File: src/rtl/mem_write_buf.sv
// rtl/mem_write_buf.sv - posted-write FIFO replaying requests as fixed-length memory write strobes
// Optional memory wait states: MEMW_WAIT_EN
module mem_write_buf #(
    parameter int ADDR_WIDTH  = 8,
    parameter int DATA_WIDTH  = 16,
    parameter int DEPTH       = 4,
    parameter int HOLD_CYCLES = 1
) (
    input  logic                         clock,
    input  logic                         resetn,
    input  logic                         write,
    input  logic [ADDR_WIDTH-1:0]        addr_in,
    input  logic [DATA_WIDTH-1:0]        data_in,
    output logic                         full,
    output logic                         empty,
    output logic [$clog2(DEPTH+1)-1:0]   pending,
    output logic                         mem_we,
    output logic [ADDR_WIDTH-1:0]        mem_addr,
    output logic [DATA_WIDTH-1:0]        mem_data
`ifdef MEMW_WAIT_EN
    ,
    input  logic                         mem_ready
`endif
);

    localparam int PW = $clog2(DEPTH);
    localparam int CW = $clog2(DEPTH + 1);
    localparam int HW = (HOLD_CYCLES > 1) ? $clog2(HOLD_CYCLES) : 1;
    localparam int EW = ADDR_WIDTH + DATA_WIDTH;

    localparam logic [1:0] S_IDLE    = 2'd0;
    localparam logic [1:0] S_STROBE  = 2'd1;
    localparam logic [1:0] S_RECOVER = 2'd2;

    logic [EW-1:0] fifo_mem [DEPTH];
    logic [PW-1:0] head;
    logic [PW-1:0] tail;
    logic [CW-1:0] count;
    logic [1:0]    state;
    logic [HW-1:0] hold;
    logic          push;
    logic          pop;
    logic          mem_go;

`ifdef MEMW_WAIT_EN
    assign mem_go = mem_ready;
`else
    assign mem_go = 1'b1;
`endif

    // A full FIFO refuses a write even when the same edge frees an entry.
    assign push = write && (count != CW'(DEPTH));
    assign pop  = ((state == S_IDLE) || (state == S_RECOVER)) && (count != '0);

    assign full    = (count == CW'(DEPTH));
    assign empty   = (count == '0) && (state != S_STROBE);
    assign pending = count;

    always_ff @(posedge clock) begin
        if (push) begin
            fifo_mem[tail] <= {addr_in, data_in};
        end
    end

    always_ff @(posedge clock or negedge resetn) begin
        if (!resetn) begin
            head  <= '0;
            tail  <= '0;
            count <= '0;
        end else begin
            if (push) begin
                tail <= tail + PW'(1);
            end
            if (pop) begin
                head <= head + PW'(1);
            end
            count <= count + CW'(push) - CW'(pop);
        end
    end

    always_ff @(posedge clock or negedge resetn) begin
        if (!resetn) begin
            state    <= S_IDLE;
            hold     <= '0;
            mem_we   <= 1'b0;
            mem_addr <= '0;
            mem_data <= '0;
        end else begin
            case (state)
                S_IDLE, S_RECOVER: begin
                    if (pop) begin
                        mem_we                 <= 1'b1;
                        {mem_addr, mem_data}   <= fifo_mem[head];
                        hold                   <= HW'(HOLD_CYCLES - 1);
                        state                  <= S_STROBE;
                    end else begin
                        mem_we <= 1'b0;
                        state  <= S_IDLE;
                    end
                end
                S_STROBE: begin
                    // Wait states only stretch the strobe once its fixed length has elapsed.
                    if (hold != '0) begin
                        hold <= hold - HW'(1);
                    end else if (mem_go) begin
                        mem_we <= 1'b0;
                        state  <= S_RECOVER;
                    end
                end
                default: begin
                    mem_we <= 1'b0;
                    state  <= S_IDLE;
                end
            endcase
        end
    end

endmodule

File: config.mk
export PLATFORM = sky130hd
export DESIGN_NAME = mem_write_buf
export DESIGN_NICKNAME = d
export VERILOG_FILES = /design/src/rtl/mem_write_buf.sv
export SDC_FILE = /design/constraint.sdc
export NUM_CORES = 1
export LEC_CHECK = 0
export ABC_CLOCK_PERIOD_IN_PS = 3800
export CAP_MARGIN = 20
export CELL_PAD_IN_SITES_DETAIL_PLACEMENT = 1
export CELL_PAD_IN_SITES_GLOBAL_PLACEMENT = 1
export CORE_AREA = 2 2 101 103
export CTS_CLUSTER_DIAMETER = 80
export DETAILED_ROUTE_END_ITERATION = 16
export DIE_AREA = 0 0 103 105
export PLACE_DENSITY_LB_ADDON = 0.1
export RECOVER_POWER = 50
export SLEW_MARGIN = 5
export SYNTH_ARGS = -nofsm -noshare
export SYNTH_HDL_FRONTEND = slang
export SYNTH_SLANG_ARGS = --single-unit
File: constraint.sdc
create_clock -name clock -period 3.8 [get_ports clock]
set_input_delay 0.57 -clock clock [delete_from_list [all_inputs] [get_ports clock]]
set_output_delay 0.57 -clock clock [all_outputs]
set_load 0.01 [all_outputs]
### Word-level counts from Yosys, hierarchy flattened

Memories as Yosys holds them, arrays and structs flattened. A register that Yosys moved wholly into a read port is not among the register bits.
Index checks and enable logic that the tools add are counted.

| storage, ports and cells | value |
|---|---|
| flip-flop bits (word level) | 11 |
| RAM bits | 96 |
| input port bits | 27 |
| memories | 1 |

Memories:

| name | depth | bits a word | rd ports | clocked after Yosys merged registers in | wr ports | RTL line | RTL |
|---|---|---|---|---|---|---|---|
| fifo_mem | 4 | 24 | 1 | 1 | 1 | 35 | `logic [EW-1:0] fifo_mem [DEPTH];` |

| cells by class | value |
|---|---|
| $add $sub $neg | 5 |
| equal/unequal tests | 7 |
| multiplexer cells | 11 |
| reductions and logical operators | 12 |

Operators with widths:

| cell | number |
|---|---|
| 1-bit two-way mux | 7 |
| 2-bit by 1-bit adder with 2-bit output (second input constant) | 2 |
| 2-bit != test (second input constant) | 2 |
| 1-bit one-hot mux with 2 select lines | 2 |
| 2-bit one-hot mux with 2 select lines | 1 |
| 2-bit AND reduction | 2 |
| 3-bit by 1-bit adder with 3-bit output | 1 |
| 3-bit == test (second input constant) | 1 |
| 1-bit logical AND | 3 |
| 3-bit zero test | 1 |
| 3-bit != test (second input constant) | 1 |
| 3-bit nonzero test | 1 |
| 3-bit by 1-bit subtractor with 3-bit output | 1 |
| 2-bit by 1-bit == test with 1-bit output (second input constant) | 1 |
| 2-bit == test (second input constant) | 1 |
| 2-bit zero test | 1 |
| 2-bit two-way mux | 1 |
| 2-bit by 1-bit != test with 1-bit output (second input constant) | 1 |
| 2-bit nonzero test | 1 |
| 2-bit OR reduction | 1 |
| 1-bit zero test | 1 |
| 1-bit logical OR | 1 |
| 1-bit subtractor (second input constant) | 1 |

### Longest topological paths before layout

| depth | value |
|---|---|
| depth in word-level cells | 5 |
| mapped depth | 9 |

### Worst setup path before layout

No wires, ideal clock.

| timing path | value |
|---|---|
| kind | register -> register |
| start | register count[2] (netlist: pending[2]) |
| end | register count[2] (netlist: pending[2]) |
| arrival | 2.133 ns |
| required time | 3.677 ns |
| setup slack | 1.544 ns |
| cell stages (with the launch flop) | 10 |
| path buffers | 0 |
| clock period less this slack | 2.256 ns |
| path through | dfrtp_1 -> nor3b_1 -> nor2b_1 -> inv_1 -> ha_1 -> inv_1 -> ha_1 -> fa_1 -> xnor2_1 -> xnor2_1 |

| between the ends | value |
|---|---|
| longest elaborated chain between the ends | 4 |
| elaborated cells between the ends (all ways) | 6 |

Ends and longest elaborated chain:

| what | RTL line | RTL |
|---|---|---|
| start: declaration | 38 | `logic [CW-1:0] count;` |
| start signal: assignment | 77 | `count <= count + CW'(push) - CW'(pop);` |
| 3-bit != test | 52 | `assign push = write && (count != CW'(DEPTH));` |
| 1-bit logical AND | 52 |  |
| 3-bit by 1-bit adder with 3-bit output | 77 |  |
| 3-bit by 1-bit subtractor with 3-bit output * | 77 |  |

Mark *: on every way between the ends. The rest lies on a longest branch, timed or not.
A chain may end at the register's enable or synchronous reset.

### Worst setup path after layout

| timing path | value |
|---|---|
| start | register count[0] (netlist: pending[0]) |
| end | output port empty |

| between the ends | value |
|---|---|
| longest elaborated chain between the ends | 2 |

Ends and longest elaborated chain:

| what | RTL line | RTL |
|---|---|---|
| 3-bit zero test | 56 | `assign empty = (count == '0) && (state != S_STROBE);` |
| 1-bit logical AND | 56 |  |
| end: declaration | 15 | `output logic empty,` |

Every way passes these cells.

==> impl_results.md <==
- Die Y: roughly 110 um
- Core area: just under 10,000 um2
- Cts hold-fix bufs: 0
- Static leakage: about 0.0023 uW
- Register area: between 3000 and 4000 um2
- Largest net degree at the start of global routing: 35
- Port Buffers: between 50 and 60
- Initial DRC Count: 98
- Num ports: 57
- Fin crit share: 74.4%
- Final WL: around 9.5 mm
- Setup TNS: 0 ns
- Critical path class: reg -> out
- Hold_ws: about 0.43 ns
- H-tree depth: 4
- DR WL/cell: roughly 22 um
- Clock tree buffer depth: 2
- Final instance area: 6260 um2
- Post-DP Area: between 5000 and 6000 um2
- Crit end category: output pin
- Total power: 5540 uW
- Total Die Area: about 11,000 um2
- Post-DP HPWL: approximately 5.9 mm
- Vias in the first global route: ~2,600
- Root Driver: clkbuf_8
- Final nets: 325
- FMAX: 354 MHz
- Slew Limit Headroom: -43.0%
- GRT Overall Usage: between 10% and 20%
- Share of layout cells above drive strength 1: about a quarter
- Peak supply drop: around 440 uV
- Critical Path RT: 3.23 ns
- Seq/Total Area, Yosys: 75.0%
- # diodes: 0
- Yosys warns: 0
- Die Wd: just over 100 um
- Post-Syn Area: about 5000 um2
- Final setup vio count: 0
- Max-slew violation count: 88
- GRT overflow: 0
- Synth cell types: 22
- Synthesized area per cell: 22.8 um2
- Syn Nets: ~250
- Worst Hold Class: reg -> reg
- WP data arrival: around 2.3 ns
- Clk slew on worst S/H paths: roughly 0.060 ns
- Starting density of the core: just over 50%
- Synth Register Bits: 130
- Max Cap Viol: 3
- Post-DRT Antenna Nets: 0
- RSZ-0062 raised after global routing: no
- Final Hold Violating Endpoints: 0
- # DRC: 0
- Period minus WS final: 2.83 ns
- Fillers: between 800 and 900
- Slew at the pin with the worst max-slew slack: 2.14 ns
- Post-CTS Resized: 0
- PD cells: roughly 880 nW/um2
- CTS tree: yes
- Flop2flop setup slack: between 0.9 and 1 ns
- Drt pass-1 iters: 5
- Vias post-DR: between 2,000 and 2,500
- Global-route wire length before repair: approximately 15 mm
- Postcts setup bufs: 0
- Synth top area cells: edfxtp_1 58%, dfrtp_1 17%, mux4_2 8.1%
- Failing checks: max-capacitance violations, max-slew violations
- Clk sinks: 130
- Multi-input logic area: 1130 um2
- # rows: 36
- Share of the synthesized area in the top cell type: a little under 60%
- Worst-Skew Late Latency: approximately 0.50 ns
- Num CTS Buffers: 17
- DR vias/cell: roughly 5.3
- Final core area utilization: between 60% and 70%
- Worst Skew: roughly 0.008 ns
- Critical path peak fanout: 5
- Outcome: complete, but fails checks
- Post-synthesis cell count: roughly 220
- Initial antenna violation count: 0
- Area Overhead vs Synth: 25.7%
- Crit start category: register
- Gp weighted congestion: ~0.67
- Synth area leader: edfxtp_1
==> cells in the final DEF, fill, tap and decap left out, types with 3 or more instances in the layout <==
master | netlist | routed
edfxtp_1 | 96 | 96
mux4_2 | 18 | 18
ha_1 | 6 | 6
clkdlybuf4s50_1 | 0 | 24
and2_1 | 4 | 4
inv_1 | 6 | 6
mux2_4 | 18 | 18
clkinvlp_4 | 0 | 5
dlygate4sd3_1 | 0 | 31
xnor2_1 | 3 | 3
mux2_2 | 7 | 7
mux4_1 | 6 | 6
clkinv_1 | 0 | 3
clkbuf_16 | 0 | 16
bufinv_16 | 0 | 4
nor2b_1 | 3 | 3
dfrtp_1 | 34 | 34
buf_4 | 2 | 5
==> synthesized netlist by cell type <==
master and count:
buf_4 2, mux4_2 18, nor3b_1 2, dfrtp_1 34
xnor2_1 3, nor2_1 2, xor2_1 2, nor3_4 1
ha_1 6, buf_2 2, nor2b_1 3, mux2_2 7
fa_1 1, edfxtp_1 96, buf_6 1, mux4_1 6
nor2_2 1, and2_1 4, clkbuf_1 1, mux2_4 18
inv_1 6, buf_12 2
==> state kept, by name, summed over array words and instances, names as in the netlist <==
register and flops:
mem_data 16, head 2, mem_addr 8, mem_we 1, fifo_mem 96, tail 2, pending 3, state 2
==> metal layers <==
layer  global-route usage, %  up-vias  wire length [um]
li1                        -     1010                 -
met1                    25.1     1211              3800
met2                    33.3       70              5150
met3                    5.35       11               422
met4                    6.67        0               125
met5                       0        -                 0
==> critical path, stage by stage (launching register included) <==
cell             delay (ns)
dfrtp_1                0.42
nor3_1                 0.59
nor2b_1                0.20
clkdlybuf4s50_1        0.54
==> power breakdown <==
part / switching, uW / leakage, uW / internal (uW)
sequential: 267 / 0.00128 / 1960
clock: 581 / 0.000278 / 1060
combinational: 671 / 0.000731 / 1000
==> kinds of logic after synthesis <==
group / after synthesis / share of synthesized area [%]
XOR/XNOR: 5 / 0.880
adder cells (fa/ha/maj): 7 / 1.91
buffers and inverters: 14 / 2.06
flip-flops: 130 / 75.0
multiplexers: 49 / 18.3
AND/OR/NAND/NOR: 13 / 1.79
==> cell type report <==
| type | instances | area share (%) |
|---|---|---|
| clock buffers | 17 | 6.62 |
| clock inverters | 15 | 3.06 |
| inverters | 6 | 0.360 |
| multi-input cells | 74 | 18.1 |
| flip-flops and latches | 130 | 59.7 |
| well taps | 133 | 2.66 |
| repair buffers | 62 | 9.52 |
==> through the flow <==
stage / setup slack (ns) / cells
6_report: 0.973 / 437
5_1_grt: 0.838 / 437
4_1_cts: 1.24 / 437
3_5_place_dp: 0.985 / 405
3_3_place_gp: 1.03 / 405
2_1_floorplan: 1.54 / 218
==> path summary, 6_finish.rpt <==
kind | from | endpoint | cells past startpoint
worst min register to register | state[1] | state[1] | 1
worst min-delay path | state[1] | state[1] | 1
worst max-delay path | pending[0] | empty | 3
min in group asynchronous | resetn | mem_data[12] | 1
worst max register to register | pending[0] | mem_data[15] | 4
max in group asynchronous | resetn | mem_data[1] | 1
Power figures use the tool's default switching activity.
